File: config.mk
export PLATFORM = sky130hd
export DESIGN_NAME = muldiv_unit
export DESIGN_NICKNAME = d
export VERILOG_FILES = /design/src/rtl/muldiv_unit.sv
export SDC_FILE = /design/constraint.sdc
export NUM_CORES = 1
export LEC_CHECK = 0
export ABC_CLOCK_PERIOD_IN_PS = 6380
export CORE_MARGIN = 1.5
export CORE_UTILIZATION = 60
export DETAILED_ROUTE_END_ITERATION = 10
export PLACE_DENSITY_LB_ADDON = 0.08
export SYNTH_ARGS = -nofsm -noshare
export SYNTH_HDL_FRONTEND = slang
export SYNTH_SLANG_ARGS = --single-unit
export TNS_END_PERCENT = 20
File: constraint.sdc
create_clock -name clk -period 6.38 [get_ports clk]
set_clock_uncertainty 0.1 [all_clocks]
set_input_delay 0.957 -clock clk [delete_from_list [all_inputs] [get_ports clk]]
set_output_delay 0.957 -clock clk [all_outputs]
set_load 0.02 [all_outputs]
File: src/rtl/muldiv_unit.sv
// muldiv_unit: iterative RV32M multiply/divide unit, one result bit per cycle.
//
// Ports:
//   clk, rst            clock (rising edge), asynchronous active-high reset
//   in_valid/in_ready   operation request handshake (in_ready high only in IDLE)
//   op                  0 MUL, 1 MULH, 2 MULHSU, 3 MULHU, 4 DIV, 5 DIVU, 6 REM, 7 REMU
//   a, b                rs1 / rs2 operands, sampled only on the accept edge
//   out_valid/out_ready result handshake
//   result              XLEN-bit result, held while out_valid & !out_ready
//   busy                state != IDLE
//
// Optional feature macro: MULDIV_EARLY_OUT_EN
//   Divide by zero and multiply by zero finish straight from IDLE into DONE.
module muldiv_unit #(
    parameter int XLEN  = 32,
    parameter int CNT_W = $clog2(XLEN) + 1
) (
    input  logic            clk,
    input  logic            rst,
    input  logic            in_valid,
    output logic            in_ready,
    input  logic [2:0]      op,
    input  logic [XLEN-1:0] a,
    input  logic [XLEN-1:0] b,
    output logic            out_valid,
    input  logic            out_ready,
    output logic [XLEN-1:0] result,
    output logic            busy
);

    typedef enum logic [1:0] {S_IDLE, S_CALC, S_FIX, S_DONE} state_t;

    state_t              state_q, state_d;
    logic [CNT_W-1:0]    cnt_q, cnt_d;
    logic [2:0]          op_q, op_d;
    logic                sa_q, sa_d, sb_q, sb_d;
    logic [XLEN-1:0]     mcand_q, mcand_d;     // multiplicand or divisor magnitude
    logic [2*XLEN-1:0]   prod_q, prod_d;       // mul: {acc, multiplier}; div: {rem, quotient}
    logic [XLEN-1:0]     result_q, result_d;
    logic                out_valid_q, out_valid_d;

    logic                a_sgn, b_sgn;
    logic [XLEN-1:0]     a_mag, b_mag;
    logic [XLEN:0]       add_sum, trial_shift, trial_diff;
    logic [2*XLEN-1:0]   prod_fix;
    logic [XLEN-1:0]     quo_fix, rem_fix;

    assign in_ready  = (state_q == S_IDLE);
    assign busy      = (state_q != S_IDLE);
    assign out_valid = out_valid_q;
    assign result    = result_q;

    always_comb begin
        state_d     = state_q;
        cnt_d       = cnt_q;
        op_d        = op_q;
        sa_d        = sa_q;
        sb_d        = sb_q;
        mcand_d     = mcand_q;
        prod_d      = prod_q;
        result_d    = result_q;
        out_valid_d = out_valid_q;

        a_sgn = ((op == 3'd1) || (op == 3'd2) || (op == 3'd4) || (op == 3'd6)) && a[XLEN-1];
        b_sgn = ((op == 3'd1) || (op == 3'd4) || (op == 3'd6)) && b[XLEN-1];
        a_mag = a_sgn ? -a : a;
        b_mag = b_sgn ? -b : b;

        // Multiply step: conditional add into the upper half, then shift right.
        add_sum = {1'b0, prod_q[2*XLEN-1:XLEN]} + (prod_q[0] ? {1'b0, mcand_q} : '0);
        // Divide step: {rem, next dividend bit} minus divisor; sign bit says restore.
        trial_shift = prod_q[2*XLEN-1:XLEN-1];
        trial_diff  = trial_shift - {1'b0, mcand_q};

        prod_fix = (sa_q ^ sb_q) ? -prod_q : prod_q;
        quo_fix  = (sa_q ^ sb_q) ? -prod_q[XLEN-1:0] : prod_q[XLEN-1:0];
        rem_fix  = sa_q ? -prod_q[2*XLEN-1:XLEN] : prod_q[2*XLEN-1:XLEN];

        unique case (state_q)
            S_IDLE: begin
                if (in_valid) begin
                    op_d    = op;
                    sa_d    = a_sgn;
                    sb_d    = b_sgn;
                    mcand_d = b_mag;
                    // Same initial layout for both: zero upper half, |a| in the lower half.
                    prod_d  = {{XLEN{1'b0}}, a_mag};
                    cnt_d   = CNT_W'(XLEN);
                    state_d = S_CALC;
`ifdef MULDIV_EARLY_OUT_EN
                    if (op[2] && (b == '0)) begin
                        result_d    = op[1] ? a : '1;
                        out_valid_d = 1'b1;
                        state_d     = S_DONE;
                    end else if (!op[2] && ((a == '0) || (b == '0))) begin
                        result_d    = '0;
                        out_valid_d = 1'b1;
                        state_d     = S_DONE;
                    end
`endif
                end
            end
            S_CALC: begin
                if (!op_q[2]) begin
                    prod_d = {add_sum, prod_q[XLEN-1:1]};
                end else if (!trial_diff[XLEN]) begin
                    prod_d = {trial_diff[XLEN-1:0], prod_q[XLEN-2:0], 1'b1};
                end else begin
                    prod_d = {trial_shift[XLEN-1:0], prod_q[XLEN-2:0], 1'b0};
                end
                cnt_d = cnt_q - CNT_W'(1);
                if (cnt_q == CNT_W'(1)) begin
                    state_d = S_FIX;
                end
            end
            S_FIX: begin
                if (!op_q[2]) begin
                    result_d = (op_q == 3'd0) ? prod_fix[XLEN-1:0] : prod_fix[2*XLEN-1:XLEN];
                end else if (op_q[1]) begin
                    // Remainder by zero yields |a| re-signed by sa, i.e. a itself.
                    result_d = rem_fix;
                end else begin
                    result_d = (mcand_q == '0) ? '1 : quo_fix;
                end
                out_valid_d = 1'b1;
                state_d     = S_DONE;
            end
            S_DONE: begin
                if (out_ready) begin
                    out_valid_d = 1'b0;
                    result_d    = '0;
                    state_d     = S_IDLE;
                end
            end
            default: state_d = S_IDLE;
        endcase
    end

    always_ff @(posedge clk or posedge rst) begin
        if (rst) begin
            state_q     <= S_IDLE;
            cnt_q       <= '0;
            op_q        <= '0;
            sa_q        <= 1'b0;
            sb_q        <= 1'b0;
            mcand_q     <= '0;
            prod_q      <= '0;
            result_q    <= '0;
            out_valid_q <= 1'b0;
        end else begin
            state_q     <= state_d;
            cnt_q       <= cnt_d;
            op_q        <= op_d;
            sa_q        <= sa_d;
            sb_q        <= sb_d;
            mcand_q     <= mcand_d;
            prod_q      <= prod_d;
            result_q    <= result_d;
            out_valid_q <= out_valid_d;
        end
    end

endmodule

==> flow_metrics.env, run 1 <==
export IMPL_crit_required_ns=6.55
export IMPL_synthCells=1790
export IMPL_hold_buffers=0
export IMPL_die_w_um=154
export IMPL_crit_buf_inv=1
export IMPL_synthesis_area_mm2=0.0136
export IMPL_grt_overflow_total=0
export IMPL_drc=0
export IMPL_grt_pass1_wl_um=66600
export IMPL_clock_latency_ns=0.43
export IMPL_hp_start="out_valid"
export IMPL_fin_crit_ns=4.61
export IMPL_synth_top_family_by_area="compound AO/OA/AOI/OAI gates"
export IMPL_htree_num_levels=4
export IMPL_critPathCaptureType="flip-flop"
export IMPL_power_leakage_nw=6.52
export IMPL_hold_class="reg -> reg"
export IMPL_setup_viol=0
export IMPL_cts_buffer_depth=2
export IMPL_viasPerCell=6.36
export IMPL_power_per_cell_area_mw_per_mm2=134
export IMPL_layout_drive_gt1_share=0.0420
export IMPL_slowest_delay_ns=0.80
export IMPL_critPathArrivalTime_ns=4.78
export IMPL_dr_pass1_iters=5
export IMPL_numPortBuffers=105
export IMPL_cts_resized_gates=0
export IMPL_max_vdd_ir_drop_mv=0.136
export IMPL_core_area_mm2=0.0221
export IMPL_clock_sinks=142
export IMPL_nFillCells=1894
export IMPL_dp_hpwl_um=31100
export IMPL_syn_area_per_cell_um2=7.62
export IMPL_antenna_found_initial=0
export IMPL_cts_tree="yes"
export IMPL_cts_root_buf="clkbuf_16"
export IMPL_fmax_mhz=217
export IMPL_dominantRegCellSynth="dfrtp_1"
export IMPL_finalWirelength_um=41600
export IMPL_tightest_slew_ns=1.07
export IMPL_ys_ff_latch=142
export IMPL_synth_edf_count=0
export IMPL_rsz0062_at_grt="false"
export IMPL_initial_core_util=0.618
export IMPL_r2r_start="prod_q[0]"
export IMPL_track_usage=0.354
export IMPL_ys_warn_count=0
export IMPL_holdPathEnd="out_valid"
export IMPL_die_h_um=154
export IMPL_path_class="reg -> reg"
export IMPL_hold_path_cell_count=2
export IMPL_fin_crit_sh=0.723
export IMPL_rr_worst_depth=13
export IMPL_synth_compound_area_share=0.247
export IMPL_antenna_cells=0
export IMPL_synthAdderAreaFrac=0.0708
export IMPL_nNetsFinal=1968
export IMPL_globalplace_congestion=0.973
export IMPL_rows=54
export IMPL_synth_cell_types=75
export IMPL_hold_violations=0
export IMPL_synth_xor_area_frac=0.132
export IMPL_numCtsBuffers=17
export IMPL_rrSetupSlack_ns=1.77
export IMPL_ys_seq_area_frac=0.260
export IMPL_wire_per_inst_um=19.7
export IMPL_worstPathMaxFanout=32
export IMPL_synthesis_nets=1937
export IMPL_path_common_cell="o21ai_0"
export IMPL_startpoint_type="flip-flop"
export IMPL_maxSlewViolCount=0
export IMPL_clk_pin_slew_ns=0.06
export IMPL_critPathTopFamily="compound AO/OA/AOI/OAI gates"
export IMPL_grt_pass1_vias=12500
export IMPL_grt_max_degree=94
export IMPL_drt_iter0_drc=1085
export IMPL_ant_nets=0
export IMPL_synth_async_sr_flop_share=1.00
export IMPL_die_area_mm2=0.0237
export IMPL_setup_tns_ns=0
export IMPL_io_pins=106
export IMPL_crit_slowest_cell="inv_1"
export IMPL_cts_setup_buffers=0
export IMPL_cap_violations=0
export IMPL_worstReg2RegEnd="prod_q[62]"
export IMPL_vias=13400
export IMPL_cp_cell_sequence="inv_1 > nor2_1 > ha_1 > and4_1 > nor2b_1 > a211oi_1 > a21oi_1 > o31ai_1 > o21ai_0 > a311oi_1 > o21ai_0 > xnor2_1 > o221ai_1"
export IMPL_slew_headroom=0.286
export IMPL_synth_area_mux_share=0.0393
export IMPL_areaGrowthSynthToFinish_pct=12.6
export IMPL_outcome="finished clean"
export IMPL_hold_slack_ns=0.382
export IMPL_synth_simple_area_share=0.200
-- sequential cells by signal, indices dropped and copies added, names as in the netlist --
signal / count
out_valid: 1
sa_q: 1
mcand_q: 32
state_q: 2
cnt_q: 6
op_q: 3
prod_q: 64
result: 32
sb_q: 1
-- synthesized netlist by cell type (4+ instances only) --
cell type	count	area, µm²
dfrtp_1	142	3550
a221o_1	5	50.1
xnor2_1	103	902
inv_1	69	259
o221ai_1	5	43.8
nor3_1	33	165
a22o_1	9	78.8
nand4_1	9	56.3
o21a_1	6	45.0
o41ai_1	8	70.1
or2_2	6	37.5
nor3b_1	4	30.0
buf_1	4	15.0
nand3b_1	4	30.0
a211oi_1	8	60.1
o211ai_1	19	143
o31ai_1	20	150
ha_1	74	926
nor2_1	140	526
nand2b_1	15	93.8
clkbuf_1	98	368
and3_1	10	62.6
buf_2	5	25.0
nor2b_1	17	106
a21o_1	19	143
o22ai_1	5	31.3
a22oi_1	21	158
nor4_1	23	144
nand3_1	19	95.1
xor2_1	103	902
a221oi_1	26	228
or4_1	14	105
nand2_1	226	848
and2_1	9	56.3
a31oi_1	13	81.3
or3_1	30	188
o21ai_0	233	1170
a21oi_1	125	626
and4_1	4	35.0
mux2i_1	48	480
mux2_2	5	56.3
-- where the power goes --
group | switching (W) | internal (W)
combinational | 0.0000802 | 0.0000724
clock | 0.000400 | 0.000611
sequential | 0 | 0.000901
-- layer usage --
| metal | part of all wire | track usage |
|---|---|---|
| met5 | 0 | 0 |
| met4 | 0.052 | 0.185 |
| met3 | 0.063 | 0.0538 |
| met2 | 0.46 | 0.579 |
| met1 | 0.42 | 0.454 |
-- per-stage QoR --
stage	area [µm²]	instances	setup WS, ns	total power, W	utilization
floorplan	13600	1790	1.51	0.000992	-
global placement	14800	2082	1.75	0.00107	0.669
detailed placement	14800	2082	1.67	0.00107	0.669
CTS	15400	2112	1.82	0.00207	0.696
global route	15400	2112	1.37	0.00212	0.696
finish	15400	2112	1.77	0.00206	0.696
-- cell type report --
class                      instances  area [µm²]  share of cell area
inverter                          69         264              0.0172
sequential                       142        3550               0.231
multi-input combinational       1470        9450               0.615
tap                              280         350              0.0228
timing repair buffer             121        1170              0.0762
clock inverter                    10         141             0.00920
clock buffer                      20         437              0.0284
-- cell families after synthesis --
| group | after synthesis |
|---|---|
| AOI/OAI and AO/OA | 557 |
| xor gates and xnor gates | 206 |
| adders and majority gates | 76 |
| buffers and inverters | 178 |
| DFF | 142 |
| muxes | 53 |
| and+or+nand+nor | 578 |
-- how the worst max path moves through the flow --
stage / start / endpoint / slack, ns / depth (start not counted)
2_1_floorplan: rst / cnt_q[0] / 1.51 / 1
3_3_place_gp: b[8] / mcand_q[29] / 1.75 / 10
3_5_place_dp: b[8] / mcand_q[29] / 1.67 / 10
4_1_cts: prod_q[0] / prod_q[62] / 1.82 / 13
5_1_grt: prod_q[0] / prod_q[62] / 1.37 / 13
6_report: prod_q[0] / prod_q[62] / 1.77 / 13
-- worst reg2reg max path: stages (launching register included) --
cell and delay, ns:
dfrtp_1 0.45, inv_1 0.80, nor2_1 0.12, ha_1 0.40
and4_1 0.28, nor2b_1 0.14, a211oi_1 0.28, a21oi_1 0.18
o31ai_1 0.51, o21ai_0 0.29, a311oi_1 0.45, o21ai_0 0.18
xnor2_1 0.16, o221ai_1 0.12
-- cells in the final DEF (no fill, tap or decap), types with 10 or more instances in the layout --
cell,Yosys,routed
nor2_1,140,138
or4_1,14,14
nor3_1,33,33
xor2_1,103,101
ha_1,74,73
nand2b_1,15,15
a221oi_1,26,26
nor4_1,23,23
nand3_1,19,19
dfrtp_1,142,141
clkbuf_16,0,17
o31ai_1,20,20
o21ai_0,233,233
a21o_1,19,19
nand2_1,226,225
o211ai_1,19,19
and3_1,10,10
a31oi_1,13,13
buf_4,0,16
nor2b_1,17,17
inv_1,69,68
xnor2_1,103,102
mux2i_1,48,48
or3_1,30,30
a22oi_1,21,21
clkdlybuf4s50_1,0,105
a21oi_1,125,124
(Power assumes the default switching activity.)
==> inputs of run 2 (changes only) <==
- ABC_CLOCK_PERIOD_IN_PS: 6380 -> 4600
- clock period: 6.38 -> 4.6 ns (I/O delays scaled with it)
==> run 2 against run 1 <==
  * Sequential share of layout area fell by 0.39 points
  * Sequential cell count stayed put
  * Routed wire length up 1.5%
  * First-iteration DRC count increased by 12%
  * Cell count increased by 1.5%
  * Combinational power grew 41%
  * Critical path depth is the same
  * Highest routed layer unchanged
==> flow_metrics.env, run 2 (synthesis results as in run 1) <==
export IMPL_setup_tns_ns=0
export IMPL_die_h_um=154
export IMPL_top_usage_layer="met2"
export IMPL_rrSetupSlack_ns=0.52
export IMPL_use_met2=0.584
export IMPL_drc=0
export IMPL_fin_crit_sh=0.888
export IMPL_layout_drive_gt1_share=0.0580
export IMPL_setup_viol=0
export IMPL_cap_violations=0
export IMPL_power_leakage_nw=6.68
export IMPL_path_class="reg -> reg"
export IMPL_globalplace_congestion=0.983
export IMPL_cts_root_buf="clkbuf_16"
export IMPL_setup_worst_path_end="prod_q[62]"
export IMPL_mostFrequentLayoutCells="o21ai_0, nand2_1, dfrtp_1, nor2_1, a21oi_1"
export IMPL_ant_nets=0
export IMPL_final_util=0.707
export IMPL_outcome="finished clean"
export IMPL_clock_sinks=142
export IMPL_io_pins=106
export IMPL_rr_worst_depth=13
export IMPL_grt_pass1_wl_um=67400
export IMPL_place_worst_setup_slack_ns=0.461
export IMPL_initial_core_util=0.618
export IMPL_clock_latency_ns=0.45
export IMPL_cts_setup_buffers=0
export IMPL_core_area_mm2=0.0221
export IMPL_dr_pass1_iters=6
export IMPL_nNetsFinal=1997
export IMPL_hold_violations=0
export IMPL_hold_buffers=0
export IMPL_maxSlewViolCount=0
export IMPL_track_usage=0.357
export IMPL_grt_overflow_total=0
export IMPL_crit_required_ns=4.80
export IMPL_worstReg2RegEnd="prod_q[62]"
export IMPL_wire_per_inst_um=19.7
export IMPL_numPortBuffers=105
export IMPL_max_vdd_ir_drop_mv=0.179
export IMPL_vias=13700
export IMPL_final_area_mm2=0.0156
export IMPL_slew_headroom=0.252
export IMPL_rows=54
export IMPL_grt_use_met1=0.464
export IMPL_finalWirelength_um=42300
export IMPL_top_register="prod_q"
export IMPL_dp_hpwl_um=31900
export IMPL_fmax_mhz=245
export IMPL_viasPerCell=6.39
export IMPL_startpoint_type="flip-flop"
export IMPL_tightest_slew_ns=1.12
export IMPL_final_common_cell="o21ai_0"
export IMPL_worstPathMaxFanout=14
export IMPL_place_area_mm2=0.0150
export IMPL_die_area_mm2=0.0237
export IMPL_cts_tree="yes"
export IMPL_clk_pin_slew_ns=0.06
export IMPL_grt_util_met3=0.0417
export IMPL_fin_crit_ns=4.08
export IMPL_numCtsBuffers=17
export IMPL_power_per_cell_area_mw_per_mm2=189
export IMPL_drt_iter0_drc=1211
export IMPL_areaGrowthSynthToFinish_pct=14.5
export IMPL_grt_max_degree=92
export IMPL_htree_num_levels=4
export IMPL_antenna_found_initial=1
export IMPL_largest_reg_flops=64
export IMPL_rsz0062_at_grt="false"
export IMPL_power_total_w=0.00295
export IMPL_critPathArrivalTime_ns=4.28
export IMPL_r2r_start="prod_q[0]"
export IMPL_cts_buffer_depth=2
export IMPL_grt_pass1_vias=12700
export IMPL_die_w_um=154
export IMPL_setup_slack_ns=0.517
export IMPL_startpoint="prod_q[0]"
export IMPL_cts_resized_gates=0
export IMPL_hold_class="reg -> reg"
export IMPL_critPathCaptureType="flip-flop"
run 2: power breakdown:
part | internal (W) | switching (W) | leakage (nW)
registers | 0.00125 | 0 | 1.82
logic | 0.000102 | 0.000113 | 4.57
clock network | 0.000885 | 0.000599 | 0.285
run 2: cell type report:
cell class / instances / area, µm²
antenna: 1 / 2.50
clock buffer: 20 / 457
clock inverter: 12 / 159
fill: 1841 / 6460
inverter: 69 / 264
multi-input combinational: 1470 / 9440
sequential: 142 / 3550
tap: 280 / 350
timing repair buffer: 150 / 1400
run 2: worst min path at each step:
stage	from	to	slack [ns]	cells past startpoint
floorplan	mcand_q[16]	mcand_q[16]	0.37	2
global placement	out_valid	out_valid	0.36	2
detailed placement	out_valid	out_valid	0.36	2
CTS	out_valid	out_valid	0.38	2
global route	result[18]	result[18]	0.42	2
finish	out_valid	out_valid	0.38	2
run 2: worst max-delay path, cell delays in order, from the launching register on:
cell      delay [ns]
dfrtp_1         0.38
inv_1           0.41
nor2_1          0.09
ha_1            0.37
and4_1          0.27
nor2b_1         0.14
a211oi_1        0.27
a21oi_1         0.18
o31ai_1         0.48
o21ai_0         0.29
a311oi_1        0.47
o21ai_0         0.19
xnor2_1         0.18
o221ai_1        0.13
run 2: metrics by stage:
step / hold slack [ns] / instances
6_report: 0.382 / 2144
5_1_grt: 0.421 / 2143
4_1_cts: 0.379 / 2143
3_5_place_dp: 0.364 / 2111
3_3_place_gp: 0.360 / 2111
2_1_floorplan: 0.372 / 1790
run 2: per-layer routing:
layer	wire length (µm)	part of all wire	vias up
li1	-	-	6537
met1	17500	0.41	6382
met2	19500	0.46	657
met3	3060	0.072	121
met4	2200	0.052	0
met5	0	0	-
==> inputs of run 3 (changes only) <==
- CELL_PAD_IN_SITES_DETAIL_PLACEMENT: unset -> 0
- CELL_PAD_IN_SITES_GLOBAL_PLACEMENT: unset -> 2
- CORE_UTILIZATION: 60 -> 36
==> run 3 against run 2 <==
  * Sequential cell count unchanged
  * Via count down 4.1%
  * Clock-buffer cell count up 1
  * Final area up 2.7%
  * Die area up 65%
  * First-iteration DRC count down 44%
  * Sequential power about the same
  * Critical endpoint is now result[28]
  * Largest cell class unchanged
  * Highest routed layer unchanged
  * Clock power up 9%
  * Hold slack better by 0.0046 ns
  * Worst setup slack worse by 0.0046 ns
  * Global-route usage down 11 points
  * Sequential share of layout area down 0.59 points
==> flow_metrics.env, run 3 (synthesis results as in run 1) <==
export IMPL_fin_crit_sh=0.889
export IMPL_final_util=0.428
export IMPL_globalplace_congestion=0.892
export IMPL_grt_util_met3=0.0267
export IMPL_antenna_found_initial=0
export IMPL_outcome="finished clean"
export IMPL_die_area_mm2=0.0391
export IMPL_maxSlewViolCount=0
export IMPL_r2r_start="prod_q[32]"
export IMPL_top_register="prod_q"
export IMPL_place_area_mm2=0.0154
export IMPL_fin_crit_ns=4.09
export IMPL_drt_iter0_drc=681
export IMPL_wire_per_inst_um=20.2
export IMPL_rows=71
export IMPL_rr_worst_depth=12
export IMPL_core_area_mm2=0.0375
export IMPL_clock_sinks=142
export IMPL_crit_required_ns=4.84
export IMPL_path_class="reg -> reg"
export IMPL_cts_root_buf="clkbuf_16"
export IMPL_numPortBuffers=105
export IMPL_mostFrequentLayoutCells="o21ai_0, nand2_1, dfrtp_1, nor2_1, a21oi_1"
export IMPL_slew_headroom=0.291
export IMPL_vias=13100
export IMPL_dp_hpwl_um=37500
export IMPL_viasPerCell=5.51
export IMPL_holdPathEnd="out_valid"
export IMPL_fmax_mhz=245
export IMPL_setup_viol=0
export IMPL_worstReg2RegEnd="result[28]"
export IMPL_use_met2=0.435
export IMPL_die_w_um=198
export IMPL_power_per_cell_area_mw_per_mm2=192
export IMPL_hold_path_cell_count=2
export IMPL_grt_max_degree=69
export IMPL_startpoint_type="flip-flop"
export IMPL_grt_overflow_total=0
export IMPL_antenna_cells=0
export IMPL_hold_buffers=0
export IMPL_tightest_slew_ns=1.06
export IMPL_drc=0
export IMPL_setup_tns_ns=0
export IMPL_worstPathMaxFanout=8
export IMPL_grt_use_met1=0.324
export IMPL_critPathArrivalTime_ns=4.33
export IMPL_hold_class="reg -> reg"
export IMPL_hp_start="out_valid"
export IMPL_largest_reg_flops=64
export IMPL_nFillCells=3894
export IMPL_layout_drive_gt1_share=0.0640
export IMPL_placedCellCount=2353
export IMPL_clk_pin_slew_ns=0.07
export IMPL_finalWirelength_um=48100
export IMPL_final_area_mm2=0.0160
export IMPL_io_pins=106
export IMPL_track_usage=0.250
export IMPL_top_usage_layer="met2"
export IMPL_grt_pass1_wl_um=75300
export IMPL_instances_no_fill=2385
export IMPL_cts_buffer_depth=2
export IMPL_final_common_cell="o21ai_0"
export IMPL_max_vdd_ir_drop_mv=0.223
export IMPL_nNetsFinal=2008
export IMPL_power_leakage_nw=6.76
export IMPL_htree_num_levels=4
export IMPL_rrSetupSlack_ns=0.51
export IMPL_clock_latency_ns=0.46
export IMPL_dr_pass1_iters=5
export IMPL_cts_resized_gates=0
export IMPL_rsz0062_at_grt="false"
export IMPL_ant_nets=0
export IMPL_multi_input_area_mm2=0.00944
export IMPL_cap_violations=0
export IMPL_grt_pass1_vias=12900
export IMPL_critPathCaptureType="flip-flop"
export IMPL_cts_setup_buffers=0
export IMPL_regArea_mm2=0.00355
export IMPL_die_h_um=198
export IMPL_areaGrowthSynthToFinish_pct=17.6
export IMPL_cts_tree="yes"
export IMPL_initial_core_util=0.364
export IMPL_numCtsBuffers=17
export IMPL_hold_violations=0
[run 3: critical path, cell delays in order, from the launching register on]
cell and delay [ns]:
dfrtp_1 0.48, inv_1 0.20, ha_1 0.22, or3b_4 0.41, or4b_4 0.51, or4_4 0.56
or3_4 0.42, or4_4 0.50, nand2_1 0.10, xor2_1 0.15, a221oi_1 0.10, a21oi_2 0.17
o21ai_1 0.07
[run 3: worst max-delay path by stage]
| stage | start | to |
|---|---|---|
| 3_3_place_gp | b[8] | mcand_q[28] |
| 6_report | prod_q[32] | result[28] |
| 3_5_place_dp | b[8] | mcand_q[28] |
| 4_1_cts | prod_q[32] | result[28] |
| 5_1_grt | prod_q[32] | result[28] |
| 2_1_floorplan | rst | cnt_q[0] |
[run 3: layer usage]
metal  routed length [µm]  vias to the layer above  part of all wire
met2                23300                      296              0.48
li1                     -                     6558                 -
met4                 1100                        0             0.023
met3                 1630                       53             0.034
met5                    0                        -                 0
met1                22100                     6230              0.46
[run 3: final cells by class]
class | count | area share
clock inverters | 11 | 0.0117
repair buffers | 161 | 0.0925
inverters | 69 | 0.0165
well taps | 511 | 0.0399
flip-flops and latches | 142 | 0.222
multi-input cells | 1470 | 0.589
clock buffers | 21 | 0.0293
[run 3: power by group]
part | internal, W | switching [W] | leakage, nW | total, W
Combinational | 0.000103 | 0.000118 | 4.63 | 0.000221
Sequential | 0.00125 | 0 | 1.82 | 0.00125
Clock | 0.00100 | 0.000613 | 0.315 | 0.00162
[run 3: metrics by stage]
step	power (W)	hold WS, ns	setup slack, ns
floorplan	0.00138	0.372	0.000427
global placement	0.00150	0.377	0.501
finish	0.00309	0.386	0.513
global route	0.00319	0.426	0.369
detailed placement	0.00150	0.381	0.433
CTS	0.00313	0.397	0.519
